### config.mk
export PLATFORM = sky130hd
export DESIGN_NAME = seg7_scan_mux
export DESIGN_NICKNAME = d
export VERILOG_FILES = /design/src/rtl/seg7_scan_mux.sv
export SDC_FILE = /design/constraint.sdc
export NUM_CORES = 1
export LEC_CHECK = 0
export ABC_CLOCK_PERIOD_IN_PS = 1670
export CORE_MARGIN = 2
export CORE_UTILIZATION = 47
export DETAILED_ROUTE_END_ITERATION = 7
export GPL_TIMING_DRIVEN = 0
export PLACE_DENSITY = 0.75
export SLEW_MARGIN = 20
export SYNTH_ARGS = -nofsm -noshare
export SYNTH_HDL_FRONTEND = slang
export SYNTH_SLANG_ARGS = --single-unit
export TNS_END_PERCENT = 10
### constraint.sdc
create_clock -name clk -period 1.67 [get_ports clk]
set_input_delay 0.2505 -clock clk [delete_from_list [all_inputs] [get_ports clk]]
set_output_delay 0.2505 -clock clk [all_outputs]
set_load 0.01 [all_outputs]
### src/rtl/seg7_scan_mux.sv
// seg7_scan_mux: time-multiplexes four shadowed BCD digits onto a shared
// 4-digit common-anode 7-segment display (active-low anodes and dp).
// Optional build macro: SEG7_LZ_BLANK_EN enables leading-zero blanking.
module seg7_scan_mux #(
  parameter int REFRESH_DIV = 100000,
  parameter int CNT_W       = 17
) (
  input  logic        clk,
  input  logic        reset,
  input  logic [15:0] digits_in,
  input  logic [3:0]  dp_sel,
  input  logic        load,
  input  logic        disp_en,
  output logic [3:0]  digit_out,
  output logic [3:0]  an,
  output logic        dp,
  output logic        slot_tick
);

  localparam int NUM_DIG = 4;

  logic [CNT_W-1:0]              pre;
  logic                          tick;
  logic [1:0]                    idx;
  logic [NUM_DIG-1:0][3:0]       sh_d;
  logic [NUM_DIG-1:0]            sh_dp;
  logic                          show;

  assign tick = (pre == CNT_W'(REFRESH_DIV - 1));

  // prescaler: one slot every REFRESH_DIV cycles
  always_ff @(posedge clk or posedge reset) begin
    if (reset)     pre <= '0;
    else if (tick) pre <= '0;
    else           pre <= pre + 1'b1;
  end

  // scan index, natural 2-bit wrap gives 0,1,2,3,0,...
  always_ff @(posedge clk or posedge reset) begin
    if (reset)     idx <= '0;
    else if (tick) idx <= idx + 2'd1;
  end

  // shadow capture so a multi-digit value is never shown half-updated
  always_ff @(posedge clk or posedge reset) begin
    if (reset) begin
      sh_d  <= '0;
      sh_dp <= '0;
    end else if (load) begin
      sh_d  <= digits_in;
      sh_dp <= dp_sel;
    end
  end

`ifdef SEG7_LZ_BLANK_EN
  // a digit is blank when it and everything left of it is zero with no dp
  // lit at or left of it; digit 0 always shows so "0" is still visible
  logic [NUM_DIG-1:0] blank;
  assign blank[0] = 1'b0;
  for (genvar k = 1; k < NUM_DIG; k++) begin : g_lz
    assign blank[k] = (sh_d[NUM_DIG-1:k] == '0) && (sh_dp[NUM_DIG-1:k] == '0);
  end
  assign show = ~blank[idx];
`else
  assign show = 1'b1;
`endif

  // registered output stage; digit_out keeps tracking even when blanked
  always_ff @(posedge clk or posedge reset) begin
    if (reset) begin
      digit_out <= 4'h0;
      an        <= 4'b1111;
      dp        <= 1'b1;
      slot_tick <= 1'b0;
    end else begin
      digit_out <= sh_d[idx];
      slot_tick <= tick;
      if (disp_en && show) begin
        an <= ~(4'b0001 << idx);
        dp <= ~sh_dp[idx];
      end else begin
        an <= 4'b1111;
        dp <= 1'b1;
      end
    end
  end

endmodule

==> results of run 1 <==
## power by group through the flow
stage	clock [mW]	combinational [mW]	sequential (mW)
2_1_floorplan	0	0.0933	1.30
3_3_place_gp	0	0.187	1.30
3_5_place_dp	0	0.201	1.30
4_1_cts	0.779	0.201	1.28
5_1_grt	0.819	0.214	1.28
6_report	0.754	0.197	1.28
## cell families after synthesis
kind of cell,share of synthesized area
flip-flops,0.599
buffers and inverters,0.0183
AND/OR/NAND/NOR,0.108
multiplexers,0.175
AO/OA/AOI/OAI,0.0103
adder cells (fa/ha/maj),0.0304
XOR/XNOR,0.0596
## through the flow
stage	cells	setup TNS, ns	setup WS [ns]	cell area [µm²]	total power [mW]
2_1_floorplan	149	0	0.0606	2060	1.39
3_3_place_gp	233	-25.28	-0.554	2440	1.48
3_5_place_dp	234	-0.0583	-0.0479	2460	1.50
4_1_cts	244	0	0.00620	2600	2.26
5_1_grt	244	-0.124	-0.0642	2610	2.32
6_report	244	-0.0167	-0.0128	2610	2.23
## how the worst max path moves through the flow
| stage | end | slack [ns] | cells after the start |
|---|---|---|---|
| 3_5_place_dp | pre[16]$_DFF_PP0_ | -0.05 | 5 |
| 6_report | idx[1]$_DFFE_PP0N_ | -0.01 | 3 |
| 4_1_cts | idx[1]$_DFFE_PP0N_ | 0.006 | 3 |
| 5_1_grt | pre[16]$_DFF_PP0_ | -0.06 | 5 |
| 3_3_place_gp | pre[16]$_DFF_PP0_ | -0.55 | 2 |
| 2_1_floorplan | pre[16]$_DFF_PP0_ | 0.06 | 5 |
## registers in the layout, summed over array words and instances, names as in the netlist
register and count:
an 4, pre 17, idx 2, dp 1, slot_tick 1, digit_out 4
sh_dp 4, sh_d 16
## worst register-to-register path, cell delays in order (launching register included)
cell	delay, ns
dfrtp_1	0.41
or4b_4	0.57
nor3_4	0.24
mux2_2	0.35
## routing by layer
| layer | track usage | vias to the layer above |
|---|---|---|
| li1 | - | 594 |
| met1 | 0.195 | 622 |
| met2 | 0.258 | 23 |
| met3 | 0.0390 | 5 |
| met4 | 0.0812 | 0 |
| met5 | 0 | - |
## cells in the mapped netlist, types with 3 or more instances
master / instances
mux4_2: 5
xnor2_1: 7
nor2_1: 13
clkbuf_1: 3
mux2_2: 21
ha_1: 5
dfrtp_1: 44
nand2_1: 11
inv_1: 5
dfstp_2: 5
nand3_1: 3
xor2_1: 7
nand4_1: 4
## cell type report
cell class,count,share of cell area
sequential,49,0.473
multi-input combinational,91,0.311
timing repair buffer,35,0.136
clock buffer,7,0.0370
tap,52,0.0250
buffer,4,0.00865
inverter,5,0.00720
clock inverter,1,0.00192
## timing repair
item,in CTS,in global routing
gates resized for setup,4,2
setup buffers,2,0
setup endpoints to repair,3,8
pin swaps,1,0
==> flow_summary.yaml, run 1 <==
global_routing:
  overflow: 0
  grt_max_degree: 33
  grt_pass1_wl_mm: 5.98
  globalRouteTotalUtil: 0.158
  grt_pass1_vias: 1319
  antenna_found_initial: 0
timing:
  skew_ns: 0.00460
  finalSetupViolCount: 2
  relSlewSlack: 0.633
  hold_violations: 0
  drv_slew: 0
  fin_crit_sh: 1.01
  hold_ws_ns: 0.252
  fmax_mhz: 594
  tightest_slew_ns: 0.551
  rsz0062_at_grt: "yes"
  final.min_clock_period_ns: 1.68
  fin_ws_ns: -0.0128
logic_synthesis:
  synth_area_um2: 2060
  synth.top_cell.area_share: 0.535
  synth_seq_cells: 49
  synthArstFlopShare: 1.00
  synth_ff_type: "dfrtp_1"
  syn-num-nets: 178
  yosys_warnings: 0
  synth_edf_count: 0
  avgSynthCellArea_um2: 13.8
  ys_top_cells_by_area: "dfrtp_1, mux2_2, dfstp_2"
  yosysTopAreaCell: "dfrtp_1"
  syn_inst: 149
  synth.yosys.seq_area_share: 0.599
  synth.distinct_cells: 29
placed_design:
  gp_congestion: 0.753
  post-dp-hpwl_mm: 2.52
  io_buffers: 32
final_layout:
  diodes: 0
  area.sequential_um2: 1230
  fin_util: 0.607
  fin_nets: 220
  syn_to_final_growth_pct: 26.6
  drive_above_1_share: 0.271
  mostFrequentLayoutCells: "dfrtp_1, clkdlybuf4s50_1, mux2_2"
  final_common_cell: "dfrtp_1"
  multi_input_area_um2: 810
  fillers: 324
setup_path:
  critical_path.endpoint_type: "register"
  cp_max_fo: 3
  worstReg2RegEnd: "idx[1]$_DFFE_PP0N_"
  max_stage_delay_ns: 0.57
  arrival_ns: 1.88
  startpoint_type: "register"
  timing.reg2reg.setup_slack_ns: -0.01
  startpoint: "pre[12]$_DFF_PP0_"
  cpMaxStageDelayCell: "or4b_4"
  crit_type: "register to register"
  critPathTopFamily: "simple AND/OR/NAND/NOR gates"
  required_ns: 1.86
  r2r-start: "pre[12]$_DFF_PP0_"
  critical_path_buf_inv_count: 0
  reg2reg_depth: 3
  crit_chain: "or4b_4 > nor3_4 > mux2_2"
detailed_routing:
  num_vias: 1244
  wl_met1_mm: 1.57
  drt_iter0_drc: 46
  topRoutingLayerUsed: "met4"
  routed_wl_mm: 3.49
  via_per_inst: 5.10
  met2_length_mm: 1.74
  ant_nets: 0
  routedWlPerCell_um: 14.3
  dr.pass1.iters: 4
  drc: 0
  met3_length_um: 117
pwr:
  internal_power_mw: 1.75
  p_sw_frac: 0.213
  ir_drop_mv: 0.394
  seq_power_share: 0.573
  p_sw_uw: 474
  power_density_nw_per_um2: 855
  clkPwrFrac: 0.338
  p_leak_nw: 1.13
  pwr-share-comb: 0.088
die:
  core_area_um2: 4290
  num_rows: 24
  num_io_pins: 34
  fp.dieW_um: 70.2
  initial_utilization: 0.479
  die_h_um: 70.2
  fp.dieArea_um2: 4920
flow_run:
  cap_violations: 0
clock_tree:
  numCtsBuffers: 5
  clk_latency_ns: 0.30
  clock_path_buffers: 2
  cts_max_level: 2
  cts-root-buf: "clkbuf_8"
  cts_hold_buf: 0
  clock_sinks: 49
  cts_tree: "done"
  path_clk_slew_ns: 0.09
run_status:
  status: "finished, violations left"
  violations: "negative setup slack"
worst_hold_path:
  hold_path_class: "input pin to asynchronous set/reset pin"
(Power assumes the default switching activity.)
==> run 2: changes to the inputs <==
--- a/config.mk
+++ b/config.mk
@@ -6,7 +6,6 @@
 export NUM_CORES = 1
 export LEC_CHECK = 0
 export ABC_CLOCK_PERIOD_IN_PS = 1670
-export CORE_MARGIN = 2
 export CORE_UTILIZATION = 47
 export DETAILED_ROUTE_END_ITERATION = 7
 export GPL_TIMING_DRIVEN = 0
==> run 2 against run 1 <==
The run still ends with negative setup slack left. Maximum frequency rose by 0.22%. Core utilization up 2.5 points. Worst hold slack got worse by 0.042 ns. Die area is 5.6% lower. Clock power down 11%. Via count grew 0.80%. Cell count shrank 0.82%. Sequential share of layout area up 0.44 points. Sequential power barely moved.
==> flow_summary.yaml, run 2 (synthesized netlist as in run 1, its figures left out) <==
pwr:
  clkPwrFrac: 0.312
  seq_power_share: 0.596
  p_leak_nw: 1.11
  internal_power_mw: 1.67
  p_sw_frac: 0.221
  p_sw_uw: 473
  pwr-share-comb: 0.092
  ir_drop_mv: 0.517
  power_density_nw_per_um2: 830
setup_path:
  startpoint_type: "register"
  crit_chain: "or4b_1 > nor3_2 > mux2_2"
  critPathTopFamily: "simple AND/OR/NAND/NOR gates"
  critical_path.endpoint_type: "register"
  cp_max_fo: 5
  crit_type: "register to register"
  max_stage_delay_ns: 0.56
  critical_path_buf_inv_count: 0
  required_ns: 1.86
  arrival_ns: 1.87
  cpMaxStageDelayCell: "or4b_1"
worst_hold_path:
  hold_path_class: "input pin to asynchronous set/reset pin"
placed_design:
  io_buffers: 32
  placed_area_um2: 2460
  post-dp-hpwl_mm: 2.60
  post-place-ws_ns: -0.101
  gp_congestion: 0.809
detailed_routing:
  ant_nets: 0
  topRoutingLayerUsed: "met4"
  met2_length_mm: 1.87
  dr.pass1.iters: 4
  via_per_inst: 5.18
  drt_iter0_drc: 36
  wl_met1_mm: 1.56
  routedWlPerCell_um: 14.8
  routed_wl_mm: 3.58
  num_vias: 1254
  met3_length_um: 111
  drc: 0
global_routing:
  overflow: 0
  grt_pass1_vias: 1326
  grt_pass1_wl_mm: 6.15
  grt_max_degree: 37
  globalRouteTotalUtil: 0.191
  antenna_found_initial: 0
die:
  die_h_um: 68.2
  fp.dieW_um: 68.2
  fp.dieArea_um2: 4650
  core_area_um2: 4090
  num_io_pins: 34
  initial_utilization: 0.503
  num_rows: 23
timing:
  fmax_mhz: 596
  relSlewSlack: 0.597
  tns_ns: -0.00904
  final.min_clock_period_ns: 1.68
  drv_slew: 0
  hold_violations: 0
  finalSetupViolCount: 1
  fin_ws_ns: -0.00904
  rsz0062_at_grt: "yes"
  skew_ns: 0.00619
  hold_ws_ns: 0.210
  fin_crit_sh: 1.01
  tightest_slew_ns: 0.604
final_layout:
  syn_to_final_growth_pct: 25.5
  drive_above_1_share: 0.266
  final_common_cell: "dfrtp_1"
  reg.largest.list: "pre: 17 flops, sh_d: 16 flops"
  final_area_um2: 2580
  diodes: 0
  fillers: 306
  fin_nets: 220
  mostFrequentLayoutCells: "dfrtp_1, clkdlybuf4s50_1, mux2_2"
  largest-register: "pre"
  largest_reg_flops: 17
clock_tree:
  cts_tree: "done"
  clock_path_buffers: 2
  cts_max_level: 2
  numCtsBuffers: 5
  clk_latency_ns: 0.30
  cts-root-buf: "clkbuf_8"
  path_clk_slew_ns: 0.09
  clock_sinks: 49
flow_run:
  cap_violations: 0
run_status:
  violations: "negative setup slack"
  status: "finished, violations left"
==> run 2: changes by cell type in the layout (fill, tap and decap cells not counted), sizes merged <==
cell / change
clkinv: +1
clkbuf: -1
==> run 2: what timing repair did <==
item,4_1_cts,5_1_grt
hold buffers,0,0
buffers inserted,2,0
endpoints found under the hold margin,0,0
pin swaps,0,1
endpoints found under the setup margin,2,10
resized for setup,2,4
==> run 2: worst reg2reg max path, cell delays in order, from the launching register on <==
cell     delay [ns]
dfrtp_1        0.43
or4b_1         0.56
nor3_2         0.22
mux2_2         0.35
==> run 2: through the flow <==
stage / power, mW / cells / util
floorplan: 1.39 / 149 / -
global placement: 1.48 / 231 / 0.597
detailed placement: 1.50 / 232 / 0.602
CTS: 2.17 / 242 / 0.628
global route: 2.26 / 242 / 0.632
finish: 2.14 / 242 / 0.632
==> run 2: worst paths after layout <==
path	slack [ns]	start	depth (start not counted)	endpoint
max	-0.009	pre[13]$_DFF_PP0_	3	idx[1]$_DFFE_PP0N_
min	0.21	reset	2	digit_out[2]$_DFF_PP0_
max reg2reg	-0.009	pre[13]$_DFF_PP0_	3	idx[1]$_DFFE_PP0N_
min reg2reg	0.51	sh_dp[2]$_DFFE_PP0P_	1	sh_dp[2]$_DFFE_PP0P_
max in group asynchronous	0.98	reset	3	sh_d[7]$_DFFE_PP0P_
min in group clk	0.51	load	2	sh_d[5]$_DFFE_PP0P_
==> run 2: metal layers <==
| metal | GRT usage | vias to the layer above |
|---|---|---|
| li1 | - | 593 |
| met1 | 0.230 | 633 |
| met2 | 0.315 | 23 |
| met3 | 0.0600 | 5 |
| met4 | 0.0807 | 0 |
| met5 | 0 | - |
==> run 2: area by class of cell <==
class	instances	area, µm²	area share
Inverter	5	18.8	0.00727
Timing Repair Buffer	35	355	0.138
Clock buffer	6	72.6	0.0281
Multi-Input combinational cell	91	810	0.314
Buffer	4	20.0	0.00776
Clock inverter	2	10.0	0.00388
Tap cell	50	62.6	0.0242
Sequential cell	49	1230	0.477
==> run 2: power by group through the flow <==
stage / Sequential (mW) / Clock [mW] / Combinational (mW)
final: 1.28 / 0.670 / 0.197
after global routing: 1.28 / 0.757 / 0.216
after detailed placement: 1.30 / 0 / 0.201
after floorplan: 1.30 / 0 / 0.0933
after global placement: 1.29 / 0 / 0.187
after CTS: 1.28 / 0.687 / 0.202
==> run 3: changes to the inputs <==
--- a/config.mk
+++ b/config.mk
@@ -7,6 +7,7 @@
 export LEC_CHECK = 0
 export ABC_CLOCK_PERIOD_IN_PS = 1670
 export CORE_UTILIZATION = 47
+export CTS_CLUSTER_DIAMETER = 80
 export DETAILED_ROUTE_END_ITERATION = 7
 export GPL_TIMING_DRIVEN = 0
 export PLACE_DENSITY = 0.75
==> results of run 3 <==
No change in the layout: final DEF, timing and power equal those of run 2.
